`src/rtl/ahbl_excl_monitor_pkg.sv`:
```
// -----------------------------------------------------------------------------
// ahbl_excl_monitor_pkg
//   Shared bus-fabric configuration for the AHB-Lite exclusive-access monitor:
//   HTRANS encodings, the default reservation granule, and the address-phase
//   acceptance helper used by every block that tracks AHB-Lite transfers.
// -----------------------------------------------------------------------------
package ahbl_excl_monitor_pkg;

    typedef enum logic [1:0] {
        HTRANS_IDLE   = 2'b00,
        HTRANS_BUSY   = 2'b01,
        HTRANS_NONSEQ = 2'b10,
        HTRANS_SEQ    = 2'b11
    } htrans_e;

    // Default reservation granule: 8 bytes.
    localparam int GRANULE_LOG2_DEFAULT = 3;

    // An address phase is taken by the bus when HREADY is high and the
    // transfer is NONSEQ or SEQ (HTRANS[1] set).
    function automatic logic addr_phase_accepted(input logic       hready,
                                                 input logic [1:0] htrans);
        return hready && htrans[1];
    endfunction

endpackage

```
`src/rtl/excl_resv_slot.sv`:
```
// -----------------------------------------------------------------------------
// excl_resv_slot
//   One exclusive-access reservation: a valid bit plus the granule tag of the
//   reserved address.
//
// Ports
//   clk        in   clock, state updates on rising edge
//   rst_n      in   synchronous active-low reset (clears valid only)
//   set_i      in   load tag_i and mark the reservation valid
//   clr_i      in   drop the reservation
//   tag_i      in   granule tag of the current address phase
//   match_o    out  reservation is valid and its tag equals tag_i
// -----------------------------------------------------------------------------
module excl_resv_slot #(
    parameter int TAG_W = 29
) (
    input  logic             clk,
    input  logic             rst_n,
    input  logic             set_i,
    input  logic             clr_i,
    input  logic [TAG_W-1:0] tag_i,
    output logic             match_o
);

    logic             valid_q, valid_d;
    logic [TAG_W-1:0] tag_q, tag_d;

    // Set and clear never coincide (read vs. write), but set wins if they did.
    always_comb begin
        valid_d = valid_q;
        tag_d   = tag_q;
        if (set_i) begin
            valid_d = 1'b1;
            tag_d   = tag_i;
        end else if (clr_i) begin
            valid_d = 1'b0;
        end
    end

    // The tag is meaningless while invalid, so only the valid bit is reset.
    always_ff @(posedge clk) begin
        if (!rst_n) begin
            valid_q <= 1'b0;
        end else begin
            valid_q <= valid_d;
        end
        tag_q <= tag_d;
    end

    assign match_o = valid_q && (tag_q == tag_i);

endmodule

```
`src/rtl/ahbl_excl_monitor.sv`:
```
// -----------------------------------------------------------------------------
// ahbl_excl_monitor
//   AHB-Lite exclusive-access monitor sitting between the arbiter output and
//   the memory slave. It keeps one reservation per master, passes requests
//   through combinationally, suppresses failing exclusive writes (converted to
//   IDLE towards the slave and answered locally in one zero-wait cycle) and
//   generates HEXOKAY for successful exclusive transfers.
//
// Ports
//   clk, rst_n                     clock / synchronous active-low reset
//   src_h*  (in)                   upstream request incl. src_hexcl, src_hmaster
//   src_hready_resp, src_hresp,
//   src_hrdata, src_hexokay (out)  upstream response
//   dst_h*  (out)                  downstream request to the slave
//   dst_hready_resp, dst_hresp,
//   dst_hrdata (in)                slave response
// -----------------------------------------------------------------------------
module ahbl_excl_monitor
    import ahbl_excl_monitor_pkg::*;
#(
    parameter int N_MASTERS    = 2,
    parameter int W_ADDR       = 32,
    parameter int W_DATA       = 32,
    parameter int GRANULE_LOG2 = GRANULE_LOG2_DEFAULT
) (
    input  logic              clk,
    input  logic              rst_n,

    input  logic              src_hready,
    input  logic [W_ADDR-1:0] src_haddr,
    input  logic              src_hwrite,
    input  logic [1:0]        src_htrans,
    input  logic [2:0]        src_hsize,
    input  logic [2:0]        src_hburst,
    input  logic [3:0]        src_hprot,
    input  logic              src_hmastlock,
    input  logic [W_DATA-1:0] src_hwdata,
    input  logic              src_hexcl,
    input  logic [7:0]        src_hmaster,

    output logic              src_hready_resp,
    output logic              src_hresp,
    output logic [W_DATA-1:0] src_hrdata,
    output logic              src_hexokay,

    output logic              dst_hready,
    output logic [W_ADDR-1:0] dst_haddr,
    output logic              dst_hwrite,
    output logic [1:0]        dst_htrans,
    output logic [2:0]        dst_hsize,
    output logic [2:0]        dst_hburst,
    output logic [3:0]        dst_hprot,
    output logic              dst_hmastlock,
    output logic [W_DATA-1:0] dst_hwdata,

    input  logic              dst_hready_resp,
    input  logic              dst_hresp,
    input  logic [W_DATA-1:0] dst_hrdata
);

    localparam int TAG_W = W_ADDR - GRANULE_LOG2;

    logic [TAG_W-1:0]     req_tag;
    logic                 accepted;
    logic                 is_excl_rd;
    logic [N_MASTERS-1:0] own_sel;
    logic [N_MASTERS-1:0] slot_match;
    logic [N_MASTERS-1:0] slot_set;
    logic [N_MASTERS-1:0] slot_clr;
    logic                 master_known;
    logic                 excl_pass;
    logic                 excl_fail;

    logic dp_excl_q, dp_excl_d;
    logic dp_fail_q, dp_fail_d;

    // ---- address phase: reservation lookup and update -----------------------
    assign req_tag    = src_haddr[W_ADDR-1:GRANULE_LOG2];
    assign accepted   = addr_phase_accepted(src_hready, src_htrans);
    assign is_excl_rd = src_hexcl && !src_hwrite;

    for (genvar g = 0; g < N_MASTERS; g++) begin : g_slot
        assign own_sel[g]  = (src_hmaster == 8'(g));
        assign slot_set[g] = accepted && is_excl_rd && own_sel[g];
        // Any write that actually reaches memory kills every reservation on
        // that granule, the writer's own included.
        assign slot_clr[g] = accepted && src_hwrite && slot_match[g] &&
                             (!src_hexcl || excl_pass);

        excl_resv_slot #(
            .TAG_W (TAG_W)
        ) u_slot (
            .clk     (clk),
            .rst_n   (rst_n),
            .set_i   (slot_set[g]),
            .clr_i   (slot_clr[g]),
            .tag_i   (req_tag),
            .match_o (slot_match[g])
        );
    end

    // Unknown master IDs select no slot, so they never reserve and never pass.
    assign master_known = |own_sel;
    assign excl_pass    = |(own_sel & slot_match);
    // Evaluated whenever the transfer is presented, not just when accepted, so
    // the slave never sees a failing exclusive write even across wait states.
    assign excl_fail    = src_htrans[1] && src_hexcl && src_hwrite && !excl_pass;

    assign dst_hready    = src_hready;
    assign dst_haddr     = src_haddr;
    assign dst_hwrite    = src_hwrite;
    assign dst_htrans    = excl_fail ? 2'(HTRANS_IDLE) : src_htrans;
    assign dst_hsize     = src_hsize;
    assign dst_hburst    = src_hburst;
    assign dst_hprot     = src_hprot;
    assign dst_hmastlock = src_hmastlock;
    assign dst_hwdata    = src_hwdata;

    // ---- data phase: registered flags and response muxing -------------------
    always_comb begin
        dp_excl_d = dp_excl_q;
        dp_fail_d = dp_fail_q;
        if (src_hready) begin
            if (accepted) begin
                // An unreservable exclusive read completes as a plain read.
                dp_excl_d = src_hexcl && master_known;
                dp_fail_d = excl_fail;
            end else begin
                dp_excl_d = 1'b0;
                dp_fail_d = 1'b0;
            end
        end
    end

    always_ff @(posedge clk) begin
        if (!rst_n) begin
            dp_excl_q <= 1'b0;
            dp_fail_q <= 1'b0;
        end else begin
            dp_excl_q <= dp_excl_d;
            dp_fail_q <= dp_fail_d;
        end
    end

    // A failed write was never issued downstream, so its response is local:
    // OKAY, no wait states, no HEXOKAY.
    always_comb begin
        src_hready_resp = dst_hready_resp;
        src_hresp       = dst_hresp;
        src_hrdata      = dst_hrdata;
        src_hexokay     = dp_excl_q && dst_hready_resp && !dst_hresp;
        if (dp_fail_q) begin
            src_hready_resp = 1'b1;
            src_hresp       = 1'b0;
            src_hexokay     = 1'b0;
        end
    end

endmodule

```
`config.mk`:
```
export PLATFORM = sky130hd
export DESIGN_NAME = ahbl_excl_monitor
export DESIGN_NICKNAME = d
export VERILOG_FILES = /design/src/rtl/ahbl_excl_monitor_pkg.sv /design/src/rtl/excl_resv_slot.sv /design/src/rtl/ahbl_excl_monitor.sv
export SDC_FILE = /design/constraint.sdc
export NUM_CORES = 1
export LEC_CHECK = 0
export CORE_ASPECT_RATIO = 0.7
export CORE_MARGIN = 8
export CORE_UTILIZATION = 39
export DETAILED_ROUTE_END_ITERATION = 7
export PLACE_DENSITY_LB_ADDON = 0.2
export SETUP_SLACK_MARGIN = 0.15
export SLEW_MARGIN = 20
export SYNTH_ARGS = -nofsm -noshare
export SYNTH_HDL_FRONTEND = slang
export SYNTH_SLANG_ARGS = --single-unit
export TNS_END_PERCENT = 30
```
`constraint.sdc`:
```
create_clock -name clk -period 9.5 [get_ports clk]
set_input_delay 0.95 -clock clk [delete_from_list [all_inputs] [get_ports clk]]
set_output_delay 0.95 -clock clk [all_outputs]
set_load 0.02 [all_outputs]
```
== After elaboration in Yosys (flattened, before gate mapping) ==
Cells that the tools add are included.

* RAM bits: 0
* Memories: 0
* Bits in latches: 0
* Bits in registers: 62
* Memory bits (read-only): 0
* Word-level logic and storage cells: 48

* Shifts and indexed selects: 0
* Multiplexer cells: 10
* Bitwise gates (word level): 1
* Order comparisons: 0
* Equal/unequal tests: 3
* Reductions and logical operators: 28
* Add/subtract/negate cells: 0
* Divide/modulo/power cells: 0
* Multipliers: 0

{| class="wikitable"
|+ Operators with widths
! kind !! number
|-
| 29-bit == test || 2
|-
| 1-bit logical AND || 18
|-
| 1-bit 2-to-1 mux || 9
|-
| 8-bit by 1-bit == test with 1-bit output (second input constant) || 1
|-
| 8-bit logical NOT || 1
|-
| 1-bit logical NOT || 4
|-
| 2-bit nonzero test || 2
|-
| 2-bit OR reduction || 2
|-
| 2-bit bitwise AND || 1
|-
| 2-bit 2-to-1 mux || 1
|-
| 1-bit logical OR || 1
|}

== Longest topological paths before layout ==
* Word-level depth: 8
* Depth in mapped cells: 6

== Cells and area by module ==
Synthesis repeated with hierarchy kept, for this count alone.

* Cell total of the unflattened synthesis: 279
* Area, all modules: 3,485.8 sq um

{| class="wikitable"
|+ By module, submodules not included
! module !! area an instance (sq um) !! instances !! seq. area each (sq um) !! cells an instance
|-
| excl_resv_slot || 1,226.2 || 2 || 890.9 || 71
|-
| ahbl_excl_monitor || 1,033.5 || 1 || 40.0 || 137
|}

== Least setup slack after synthesis ==
No wires, ideal clock.

* Kind: input to register
* Start point: in src_hmaster[6]
* End point: reg g_slot[1].u_slot.valid_q
* Path slack: 4.935 ns
* Data required time: 9.422 ns
* Path buffers: 0
* Stages: 6
* Arrival: 4.486 ns
* Setup time: 0.078 ns
* Cells stage by stage: or4_1 > nor4_2 > nand4_1 > nor3b_1 > o21ai_0 > a21oi_1

* Elaborated cells between the ends (all ways): 9
* Classes of those cells: eq/ne (1); mux (1); bitwise (1); reduce/logical (6)

{| class="wikitable"
|+ RTL lines
! item !! line !! RTL
|-
| start, declared || ahbl_excl_monitor.sv:39 || <nowiki>input logic [7:0] src_hmaster,</nowiki>
|-
| 8-bit by 1-bit == test with 1-bit output (*) || ahbl_excl_monitor.sv:83 || <nowiki>assign own_sel[g] = (src_hmaster == 8'(g));</nowiki>
|-
| 1-bit logical AND (*) || ahbl_excl_monitor.sv:84 || <nowiki>assign slot_set[g] = accepted && is_excl_rd && own_sel[g];</nowiki>
|-
| named net g_slot[1].u_slot.set_i || excl_resv_slot.sv:19 || <nowiki>input logic set_i,</nowiki>
|-
| 1-bit 2-to-1 mux / 2-bit nonzero test (equally long branches) || -- ||
|-
| end signal, assigned || excl_resv_slot.sv:45 || <nowiki>valid_q <= valid_d;</nowiki>
|-
| end, declared || excl_resv_slot.sv:25 || <nowiki>logic valid_q, valid_d;</nowiki>
|}

The timed path passes the listed nets; every way through them passes the cells marked *.
A chain may end at the register's enable or synchronous reset.

== Worst setup path after layout ==
* Start point: in src_haddr[21]
* End point: out dst_htrans[0]

* Cells in the longest elaborated chain, start to end: 7
* Elaborated cells between the ends (all ways): 9
* Classes of those cells: eq/ne (2); mux (1); bitwise (1); reduce/logical (5)

{| class="wikitable"
|+ RTL lines
! item !! line !! RTL
|-
| start, declared || ahbl_excl_monitor.sv:30 || <nowiki>input logic [W_ADDR-1:0] src_haddr,</nowiki>
|-
| 29-bit == test || excl_resv_slot.sv:50 || <nowiki>assign match_o = valid_q && (tag_q == tag_i);</nowiki>
|-
| 1-bit logical AND || excl_resv_slot.sv:50 ||
|-
| 2-bit bitwise AND (*) || ahbl_excl_monitor.sv:104 || <nowiki>assign excl_pass = |(own_sel & slot_match);</nowiki>
|-
| 2-bit OR reduction (*) || ahbl_excl_monitor.sv:104 ||
|-
| 1-bit logical NOT (*) || ahbl_excl_monitor.sv:107 || <nowiki>assign excl_fail = src_htrans[1] && src_hexcl && src_hwrite && !excl_pass;</nowiki>
|-
| 1-bit logical AND (*) || ahbl_excl_monitor.sv:107 ||
|-
| 2-bit 2-to-1 mux (*) || ahbl_excl_monitor.sv:112 || <nowiki>assign dst_htrans = excl_fail ? 2'(HTRANS_IDLE) : src_htrans;</nowiki>
|-
| end, declared || ahbl_excl_monitor.sv:49 || <nowiki>output logic [1:0] dst_htrans,</nowiki>
|}

Every way passes the cells marked *; elsewhere a longest branch is shown, timed or not.

==> impl_metrics.py <==
metrics = {
    "sta": {
        "worst_slew_slack_as_a_fraction_of_its_limit_pct": 59.2,
        "hold_violations": 0,
        "layout_worst_path_cycle_share_pct": 50.1,
        "report.final.slew_viol_count": 0,
        "fin_tns_setup_ns": 0,
        "finalCriticalPeriod_ns": 4.76,
        "max_freq_ghz": 0.210,
        "setup_viol": 0,
        "tightestPinTransition_ns": 0.606,
        "timing.hold.ws_ns": 0.476,
        "rsz0062_at_grt": "no",
        "clock-skew-final_ns": 0.00636,
    },
    "grt": {
        "grt_overflow": 0,
        "globalRouteTotalUtil_pct": 11.4,
        "pin_count_of_the_biggest_net_entering_global_routing": 31,
        "number_of_global_route_vias_before_repair": 1957,
        "grt_first_pass_wirelength_um": 10700,
        "grt_antenna_before_repair": 0,
    },
    "power": {
        "power.internal_uw": 590,
        "fraction_of_power_consumed_by_the_clock_network_pct": 49.7,
        "power_switching_uw": 144,
        "share_comb_of_total_power_pct": 9.6,
        "swShare_pct": 19.6,
        "vdd.ir_drop.worst_v": 0.0000913,
        "pwr-share-seq_pct": 40.7,
        "leakage_uw": 0.00132,
        "power-per-cell-area_nw_per_um2": 182,
    },
    "route": {
        "antenna_violating_nets_post_route": 0,
        "dr.pass1.iters": 4,
        "via_count": 1904,
        "drc_errors": 0,
        "detail_route.vias_per_cell": 4.69,
        "wire_per_inst_um": 17.8,
        "detailedRoute.firstIterationViolations": 51,
        "drt-total-wl_um": 7230,
    },
    "floorplan": {
        "die_area_um2": 12400,
        "floorplan.io_pins": 238,
        "die_x_um": 130,
        "dieHeight_um": 95.5,
        "core_um2": 8930,
        "effective_utilization_at_floorplan_pct": 39.5,
        "rows": 29,
    },
    "synthesis": {
        "synth_flop_cell": "sky130_fd_sc_hd__edfxtp_1",
        "count_leader_synth": "sky130_fd_sc_hd__buf_4",
        "synth.yosys.seq_area_share_pct": 51.7,
        "postSynth.asyncResetShare_pct": 0,
        "synth_enable_flop_cells": 58,
        "avgSynthCellArea_um2": 12.1,
        "synth_top_area_share_pct": 49.4,
        "synth.top_cells.by_area": "sky130_fd_sc_hd__edfxtp_1, sky130_fd_sc_hd__buf_4, sky130_fd_sc_hd__xnor2_1",
        "synth-seq-cells": 62,
        "synth.yosys.warnings": 0,
        "postSynthNetCount": 416,
        "synth_cell_type_count": 30,
        "yosys-top-cells-count": "sky130_fd_sc_hd__buf_4, sky130_fd_sc_hd__edfxtp_1, sky130_fd_sc_hd__xnor2_1, sky130_fd_sc_hd__xor2_1, sky130_fd_sc_hd__nor2b_1",
        "synth.largest_area_cell": "sky130_fd_sc_hd__edfxtp_1",
        "netlist_instances": 292,
        "syn-cell-area_um2": 3520,
    },
    "status": {
        "outcome": "finished clean",
    },
    "setup_path": {
        "timing_worst_setup_path_type": "in -> out",
        "cp_top_family": "simple AND/OR/NAND/NOR gates",
        "critical_path.startpoint_type": "input port",
        "cpPeakStageDelay_ns": 0.61,
        "worst-endpoint-arrival_ns": 3.81,
        "critical-path-top-cell-by-count": "sky130_fd_sc_hd__clkdlybuf4s50_1",
        "setup.worst_path.end_class": "output port",
        "worstPathCellList": "clkdlybuf4s50_1 -> xor2_1 -> nor4_1 -> nand4_1 -> or4_4 -> nand2_1 -> o21a_1 -> clkdlybuf4s50_1",
        "critical_path_required_ns": 8.55,
        "critPathSlowestCell": "sky130_fd_sc_hd__or4_4",
        "maximum_fanout_along_the_worst_path": 5,
        "worst-path-buf-inv": 2,
    },
    "layout": {
        "utilization_pct": 45.2,
        "regArea_um2": 1820,
        "layout.nets": 401,
        "synthToLayoutAreaGrowth_pct": 14.5,
        "n_antenna_cell": 0,
        "multi_input_area_um2": 862,
        "drive_gt1_share_pct": 8.16,
        "layout.filler_cells": 836,
    },
    "clock_network": {
        "clk_path_buf_depth": 2,
        "numCtsBuffers": 9,
        "cts_hold_buf": 0,
        "cts_repair_resize_count": 0,
        "cell_at_the_root_of_the_clock_tree": "sky130_fd_sc_hd__clkbuf_16",
        "tritoncts": "done",
        "clk_pin_slew_ns": 0.05,
        "htree_levels": 3,
        "clock_latency_ns": 0.32,
        "post-cts-setup-buffers": 0,
        "cts.sinks": 62,
    },
    "placement": {
        "gp_routability_congestion": 0.776,
        "hpwl_um": 5440,
        "port-buffer-count": 81,
    },
    "hold_path": {
        "worstHoldPathType": "reg -> reg",
    },
    "flow_run": {
        "cap_viol_max_count": 0,
    },
}
placed cells by master (no fill, tap or decap), types with 3 or more instances in the layout:
cell type                          n
sky130_fd_sc_hd__clkdlybuf4s50_1  81
sky130_fd_sc_hd__nor2b_1          13
sky130_fd_sc_hd__xnor2_1          30
sky130_fd_sc_hd__nand2b_1          4
sky130_fd_sc_hd__nor4_1            6
sky130_fd_sc_hd__bufinv_16         3
sky130_fd_sc_hd__nand2_1           4
sky130_fd_sc_hd__a2111oi_0         4
sky130_fd_sc_hd__edfxtp_1         58
sky130_fd_sc_hd__clkbuf_16         9
sky130_fd_sc_hd__dfxtp_1           4
sky130_fd_sc_hd__inv_1             8
sky130_fd_sc_hd__xor2_1           16
sky130_fd_sc_hd__nand4_1          10
final cells by class:
class / count / area share, %
flip-flops and latches: 62 / 45.2
well taps: 124 / 3.85
clock buffers: 9 / 5.58
multi-input cells: 113 / 21.4
inverters: 8 / 0.745
clock inverters: 7 / 2.79
repair buffers: 83 / 20.5
metal layers:
metal	wire length, um	vias up	global-route usage [%]
met5	0	-	0
met4	104	0	3.85
met3	943	17	6.87
met2	2780	131	15.4
met1	3390	874	14.7
li1	-	882	-
metrics by stage:
stage	instances	power, uW	instance area, um2	setup slack, ns
floorplan	292	386	3520	4.94
global placement	390	376	3690	4.72
detailed placement	390	376	3690	4.73
CTS	406	746	4030	4.72
global route	406	761	4030	4.61
finish	406	735	4030	4.74
flip-flops by register name, indices dropped and copies added (netlist names):
name                   count
g_slot.u_slot.valid_q      2
g_slot.u_slot.tag_q       58
dp_fail_q                  1
dp_excl_q                  1
final timing paths:
| path | startpoint | cells past startpoint | slack (ns) | endpoint |
|---|---|---|---|---|
| min reg2reg | dp_excl_q$_SDFFE_PN0P_ | 2 | 0.48 | dp_excl_q$_SDFFE_PN0P_ |
| min | dp_excl_q$_SDFFE_PN0P_ | 2 | 0.48 | dp_excl_q$_SDFFE_PN0P_ |
| max | src_haddr[21] | 8 | 4.74 | dst_htrans[0] |
| max reg2reg | g_slot[0].u_slot.tag_q[18]$_DFFE_PP_ | 6 | 7.34 | dp_fail_q$_SDFFE_PN0P_ |
worst min-delay path, stage by stage, from the launching register on:
cell                       delay (ns)
sky130_fd_sc_hd__dfxtp_1         0.30
sky130_fd_sc_hd__nand2b_1        0.06
sky130_fd_sc_hd__a21boi_0        0.07
power groups by stage:
stage | registers, uW | logic (uW) | clock network [uW]
after CTS | 299 | 72.0 | 375
after floorplan | 304 | 81.6 | 0
final | 299 | 70.7 | 365
after global placement | 304 | 71.4 | 0
after global routing | 299 | 76.1 | 387
after detailed placement | 304 | 71.7 | 0
kinds of logic after synthesis:
family                    synth area share, %
AOI/OAI and AO/OA                        3.45
and+or+nand+nor                          9.31
buffers and inverters                    24.1
DFF                                      51.7
xor gates and xnor gates                 11.4
No activity file was read; power rests on OpenSTA's default activity.
